<file path="src/rtl/rom_download_packer.sv">
// Packs the byte-wide ioctl ROM download into 32-bit little-endian SDRAM words through a small FIFO.
// Optional ROM_CHECKSUM_EN adds a 16-bit running sum of every accepted download byte.
module rom_download_packer #(
  parameter int          FIFO_DEPTH = 4,
  parameter logic [7:0]  PAD_BYTE   = 8'h00
) (
  input  logic        clk,
  input  logic        reset_n,
  input  logic [24:0] ioctl_addr,
  input  logic [7:0]  ioctl_data,
  input  logic        ioctl_wr,
  input  logic        ioctl_download,
  output logic [22:0] sdram_addr,
  output logic [31:0] sdram_data,
  output logic        sdram_we,
  output logic        sdram_req,
  input  logic        sdram_ack,
  output logic        busy,
  output logic        done,
  output logic        overflow,
`ifdef ROM_CHECKSUM_EN
  output logic [15:0] checksum,
`endif
  output logic        dbg_state_o
);

  localparam int AW = (FIFO_DEPTH > 1) ? $clog2(FIFO_DEPTH) : 1;
  localparam int PW = AW + 1;

  typedef enum logic {S_IDLE = 1'b0, S_REQ = 1'b1} state_t;

  state_t        state_q, state_d;
  logic [3:0]    mask_q, mask_d;
  logic [22:0]   waddr_q, waddr_d;
  logic [31:0]   data_q, data_d;
  logic [PW-1:0] wr_ptr_q, rd_ptr_q;
  logic          dl_q, busy_q, overflow_q;
  logic [54:0]   mem [FIFO_DEPTH];

  logic          push, fifo_wr, fifo_full, fifo_empty, pop;
  logic [3:0]    lane_sel;
  logic [31:0]   push_data;
  logic [54:0]   head;

  // Any of: completed word, address jump with a partial word, or end-of-download flush
  always_comb begin
    lane_sel = 4'b0001 << ioctl_addr[1:0];
    push     = (mask_q == 4'hF)
             | (ioctl_wr & (|mask_q) & (ioctl_addr[24:2] != waddr_q))
             | (dl_q & ~ioctl_download & (|mask_q));
    for (int i = 0; i < 4; i++) begin
      push_data[8*i +: 8] = mask_q[i] ? data_q[8*i +: 8] : PAD_BYTE;
    end
    mask_d  = push ? 4'h0 : mask_q;
    data_d  = data_q;
    waddr_d = waddr_q;
    if (ioctl_wr) begin
      mask_d                                = mask_d | lane_sel;
      data_d[{ioctl_addr[1:0], 3'b000} +: 8] = ioctl_data;
      waddr_d                               = ioctl_addr[24:2];
    end
  end

  assign fifo_empty = (wr_ptr_q == rd_ptr_q);
  assign fifo_full  = ((wr_ptr_q - rd_ptr_q) == PW'(FIFO_DEPTH));
  assign fifo_wr    = push & ~fifo_full;
  assign head       = mem[rd_ptr_q[AW-1:0]];

  // Handshake: req/we rise with the head word on entry to S_REQ and hold addr/data
  // stable until a one-cycle ack is sampled; that edge pops the word and drops req.
  assign pop = (state_q == S_REQ) & sdram_ack;

  always_comb begin
    state_d = state_q;
    case (state_q)
      S_IDLE:  if (!fifo_empty || fifo_wr) state_d = S_REQ;
      S_REQ:   if (sdram_ack) state_d = S_IDLE;
      default: state_d = S_IDLE;
    endcase
  end

  assign sdram_req   = (state_q == S_REQ);
  assign sdram_we    = sdram_req;
  assign sdram_addr  = sdram_req ? head[54:32] : 23'd0;
  assign sdram_data  = sdram_req ? head[31:0]  : 32'd0;
  assign busy        = ioctl_download | (|mask_q) | ~fifo_empty | sdram_req;
  assign done        = busy_q & ~busy;
  assign overflow    = overflow_q;
  assign dbg_state_o = state_q;

  always_ff @(posedge clk) begin
    if (fifo_wr) mem[wr_ptr_q[AW-1:0]] <= {waddr_q, push_data};
  end

  always_ff @(posedge clk or negedge reset_n) begin
    if (!reset_n) begin
      state_q    <= S_IDLE;
      mask_q     <= 4'h0;
      waddr_q    <= 23'd0;
      data_q     <= 32'd0;
      wr_ptr_q   <= '0;
      rd_ptr_q   <= '0;
      dl_q       <= 1'b0;
      busy_q     <= 1'b0;
      overflow_q <= 1'b0;
    end else begin
      state_q    <= state_d;
      mask_q     <= mask_d;
      waddr_q    <= waddr_d;
      data_q     <= data_d;
      dl_q       <= ioctl_download;
      busy_q     <= busy;
      overflow_q <= overflow_q | (push & fifo_full);
      if (fifo_wr) wr_ptr_q <= wr_ptr_q + PW'(1);
      if (pop)     rd_ptr_q <= rd_ptr_q + PW'(1);
    end
  end

`ifdef ROM_CHECKSUM_EN
  logic [15:0] cs_q, cs_d;

  // A new download restarts the sum even if its first byte lands in the same cycle
  always_comb begin
    cs_d = (ioctl_download & ~dl_q) ? 16'd0 : cs_q;
    if (ioctl_wr) cs_d = cs_d + {8'd0, ioctl_data};
  end

  always_ff @(posedge clk or negedge reset_n) begin
    if (!reset_n) cs_q <= 16'd0;
    else          cs_q <= cs_d;
  end

  assign checksum = cs_q;
`endif

endmodule

</file>
<file path="config.mk">
export PLATFORM = sky130hd
export DESIGN_NAME = rom_download_packer
export DESIGN_NICKNAME = d
export VERILOG_FILES = /design/src/rtl/rom_download_packer.sv
export SDC_FILE = /design/constraint.sdc
export NUM_CORES = 1
export LEC_CHECK = 0
export BUFFER_PORTS_ARGS = -buffer_cell sky130_fd_sc_hd__buf_2
export CAP_MARGIN = 15
export CORE_ASPECT_RATIO = 0.75
export CORE_UTILIZATION = 60
export DETAILED_ROUTE_END_ITERATION = 12
export PLACE_DENSITY_LB_ADDON = 0.1
export SLEW_MARGIN = 10
export SYNTH_ARGS = -nofsm -noshare
export SYNTH_HDL_FRONTEND = slang
export SYNTH_SLANG_ARGS = --single-unit
</file>
<file path="constraint.sdc">
create_clock -name clk -period 10.5 [get_ports clk]
set_input_delay 1.05 -clock clk [delete_from_list [all_inputs] [get_ports clk]]
set_output_delay 1.05 -clock clk [all_outputs]
set_load 0.03 [all_outputs]
</file>
==> flow_summary.ini <==
[run_status]
status = finished clean

[sta]
worstMarginPinSlew_ns = 1.166
fin_ws_ns = 6.500
clock_skew_ns = 0.01305
min_period_ns = 4.000
rsz0062_at_grt = no
setup_viol = 0
fin_setup_tns_ns = 0
maxSlewHeadroom = 0.2153
hold_violations = 0
hold_ws_ns = 0.4987
clock.fmax_mhz = 250.0
fin_crit_sh = 0.3809
slew_viol_final = 0

[worst_setup_path]
rrSetupSlack_ns = 7.26
crit_fanout = 36
timing.rr.end = mem[2][8]
crit_type = register to output pin
worstSetupStartpointType = register
reg2reg_depth = 7
cp-end-kind = output pin
critPathArrivalTime_ns = 2.95
worstPathRequired_ns = 9.45
cp_slowest_cell = dfrtp_4
cp_slowest_stage_delay_ns = 0.72
crit_chain = buf_4 > mux4_2 > and2_1 > buf_2
regToRegStartpoint = waddr_q[6]

[finish]
seq_area_sq_mm = 0.008339
layout.nets = 773
fillers = 1166
design_area_sq_mm = 0.01325
final_common_cell = edfxtp_1
n_antenna_cell = 0
multi_input_area_sq_mm = 0.003102
final_cell_mix = edfxtp_1 (220), buf_2 (98), and2_1 (87)
areaGrowthSynthToFinish_pct = 14.39
layout-drive-gt1-share = 0.3243
final_cells = 987

[clock_network]
clk_pin_slew_worst_paths_ns = 0.06
htreeDepth = 1
cts_buffers = 27
cts_tree = built
cts_resized = 0
holdBufCountCts = 0
clk_latency_ns = 0.52
clockBufferDepth = 3
cts-root-buf = clkbuf_16
cts_sinks = 289
postCtsSetupRepairBufs = 0

[synthesis]
syn_nets = 666
synth_cells = 613
synth_area_per_cell_sq_um = 18.89
synthTopCellsByArea = edfxtp_1 (57%), dfrtp_1 (15%), mux4_2 (11%)
yosysTopAreaCell = edfxtp_1
synth_edf_count = 220
netlist_area_sq_mm = 0.01158
synth_warnings = 0
synth_cell_types = 34
synthFlopType = edfxtp_1
synth-seq-cells = 289
synth_top_area_frac = 0.5704
async_flop_share = 0.2388
synth-seq-area-share = 0.7195

[route]
drt_iter0_drc = 385
wl_met3_um = 1227
via_per_inst = 5.886
wire_per_inst_um = 22.24
firstDrtPassIters = 4
dr_wl_met2_um = 10160
vias = 5809
drtAntennaViolNets = 0
wl_met1_um = 10310
highest_layer = met4
drc_errors = 0
routed_wl_um = 21950

[grt]
grt_start_max_net_pins = 70
grt_pass1_vias = 5923
grt_first_pass_wirelength_um = 34610
track_usage = 0.2341
antenna_found_initial = 0
grt_overflow_total = 0

[run]
drv_cap = 0

[place]
place_inst = 938
place.port_buffers = 98
dpl_cell_area_sq_mm = 0.01233
post-place-ws_ns = 6.590
dp.final_hpwl_um = 13730
gp_congestion = 0.8040

[power]
combinationalPowerShare = 0.312
p_int_uw = 2551
netSwitchingFraction = 0.3227
pwr-share-clk = 0.263
p_sw_uw = 1216
seq_power_share = 0.425
leakagePower_uw = 0.004948
pwr_density_cell_mw_per_mm2 = 284.3
vdd_drop_max_uv = 170.9

[floorplanning]
dieArea_sq_mm = 0.01987
num_rows = 43
die-height_um = 122.3
die_w_um = 162.4
core_area_sq_mm = 0.01867
start_util = 0.6204
ioPinCount = 99

[min_path]
worstHoldStart = rd_ptr_q[2]
whs_path_depth = 1
min_path_type = register to register
holdPathEnd = rd_ptr_q[2]
-- per-layer routing --
metal,track usage,up-vias
met5,0,-
met4,0.03950,0
met3,0.04292,20
met2,0.3547,181
met1,0.3651,3014
li1,-,2594
-- worst max-delay path by stage --
stage              startpoint             end  slack (ns)  cells past startpoint
3_5_place_dp   ioctl_addr[19]       mem[2][8]        6.59                      8
2_1_floorplan     rd_ptr_q[1]            done        6.87                      8
4_1_cts           rd_ptr_q[0]  sdram_addr[21]        6.42                      4
3_3_place_gp   ioctl_addr[19]      mem[2][15]        6.67                      8
6_report          rd_ptr_q[0]  sdram_addr[21]        6.50                      4
5_1_grt           rd_ptr_q[0]  sdram_data[13]        6.30                      4
-- registers in the layout, indices dropped and copies added, names as in the netlist --
register,flops
mem,220
data_q,32
waddr_q,23
mask_q,4
rd_ptr_q,3
wr_ptr_q,3
busy_q,1
dbg_state_o,1
dl_q,1
overflow,1
-- cells by family after synthesis --
group / after synthesis / synth area share
AND/OR/NAND/NOR: 121 / 0.06536
AO/OA/AOI/OAI: 44 / 0.03241
XOR/XNOR: 29 / 0.02193
multiplexers: 80 / 0.1316
adder cells (fa/ha/maj): 15 / 0.01620
flip-flops: 289 / 0.7195
buffers and inverters: 35 / 0.01307
-- cells in the mapped netlist (3+ instances only) --
cell type    n
clkbuf_1    14
mux4_2      55
nand2_1      7
dfrtp_1     69
nand4_1      6
and2_1      87
ha_1        15
buf_2       10
nor4b_2      3
and2b_1      3
mux2_2      24
xnor2_1     28
a22o_1      36
edfxtp_1   220
inv_1        7
nor2_1       4
nand3_1      3
-- through the flow --
stage               power [uW]    util
floorplan                 2471       -
global placement          2783  0.6602
detailed placement        2813  0.6602
CTS                       3801  0.7096
global route              3936  0.7097
finish                    3767  0.7097
-- critical path: cells and delay by family (launching register included) --
| family | cells | cell delay [ns] |
|---|---|---|
| and+or+nand+nor | 1 | 0.21 |
| buffers and inverters | 2 | 0.87 |
| DFF | 1 | 0.72 |
| muxes | 1 | 0.58 |
-- power by group through the flow --
stage	sequential, uW	clock [uW]	combinational, uW
detailed placement	1620	0	1190
global placement	1610	0	1170
global route	1630	1050	1260
CTS	1600	1000	1190
finish	1600	991	1170
floorplan	1560	0	912
-- layout make-up --
cell class / count / share of cell area
flip-flops and latches: 289 / 0.6294
repair buffers: 106 / 0.04155
well taps: 247 / 0.02333
clock inverters: 8 / 0.008594
inverters: 7 / 0.001983
multi-input cells: 289 / 0.2341
clock buffers: 41 / 0.06101
(Power assumes the default switching activity.)
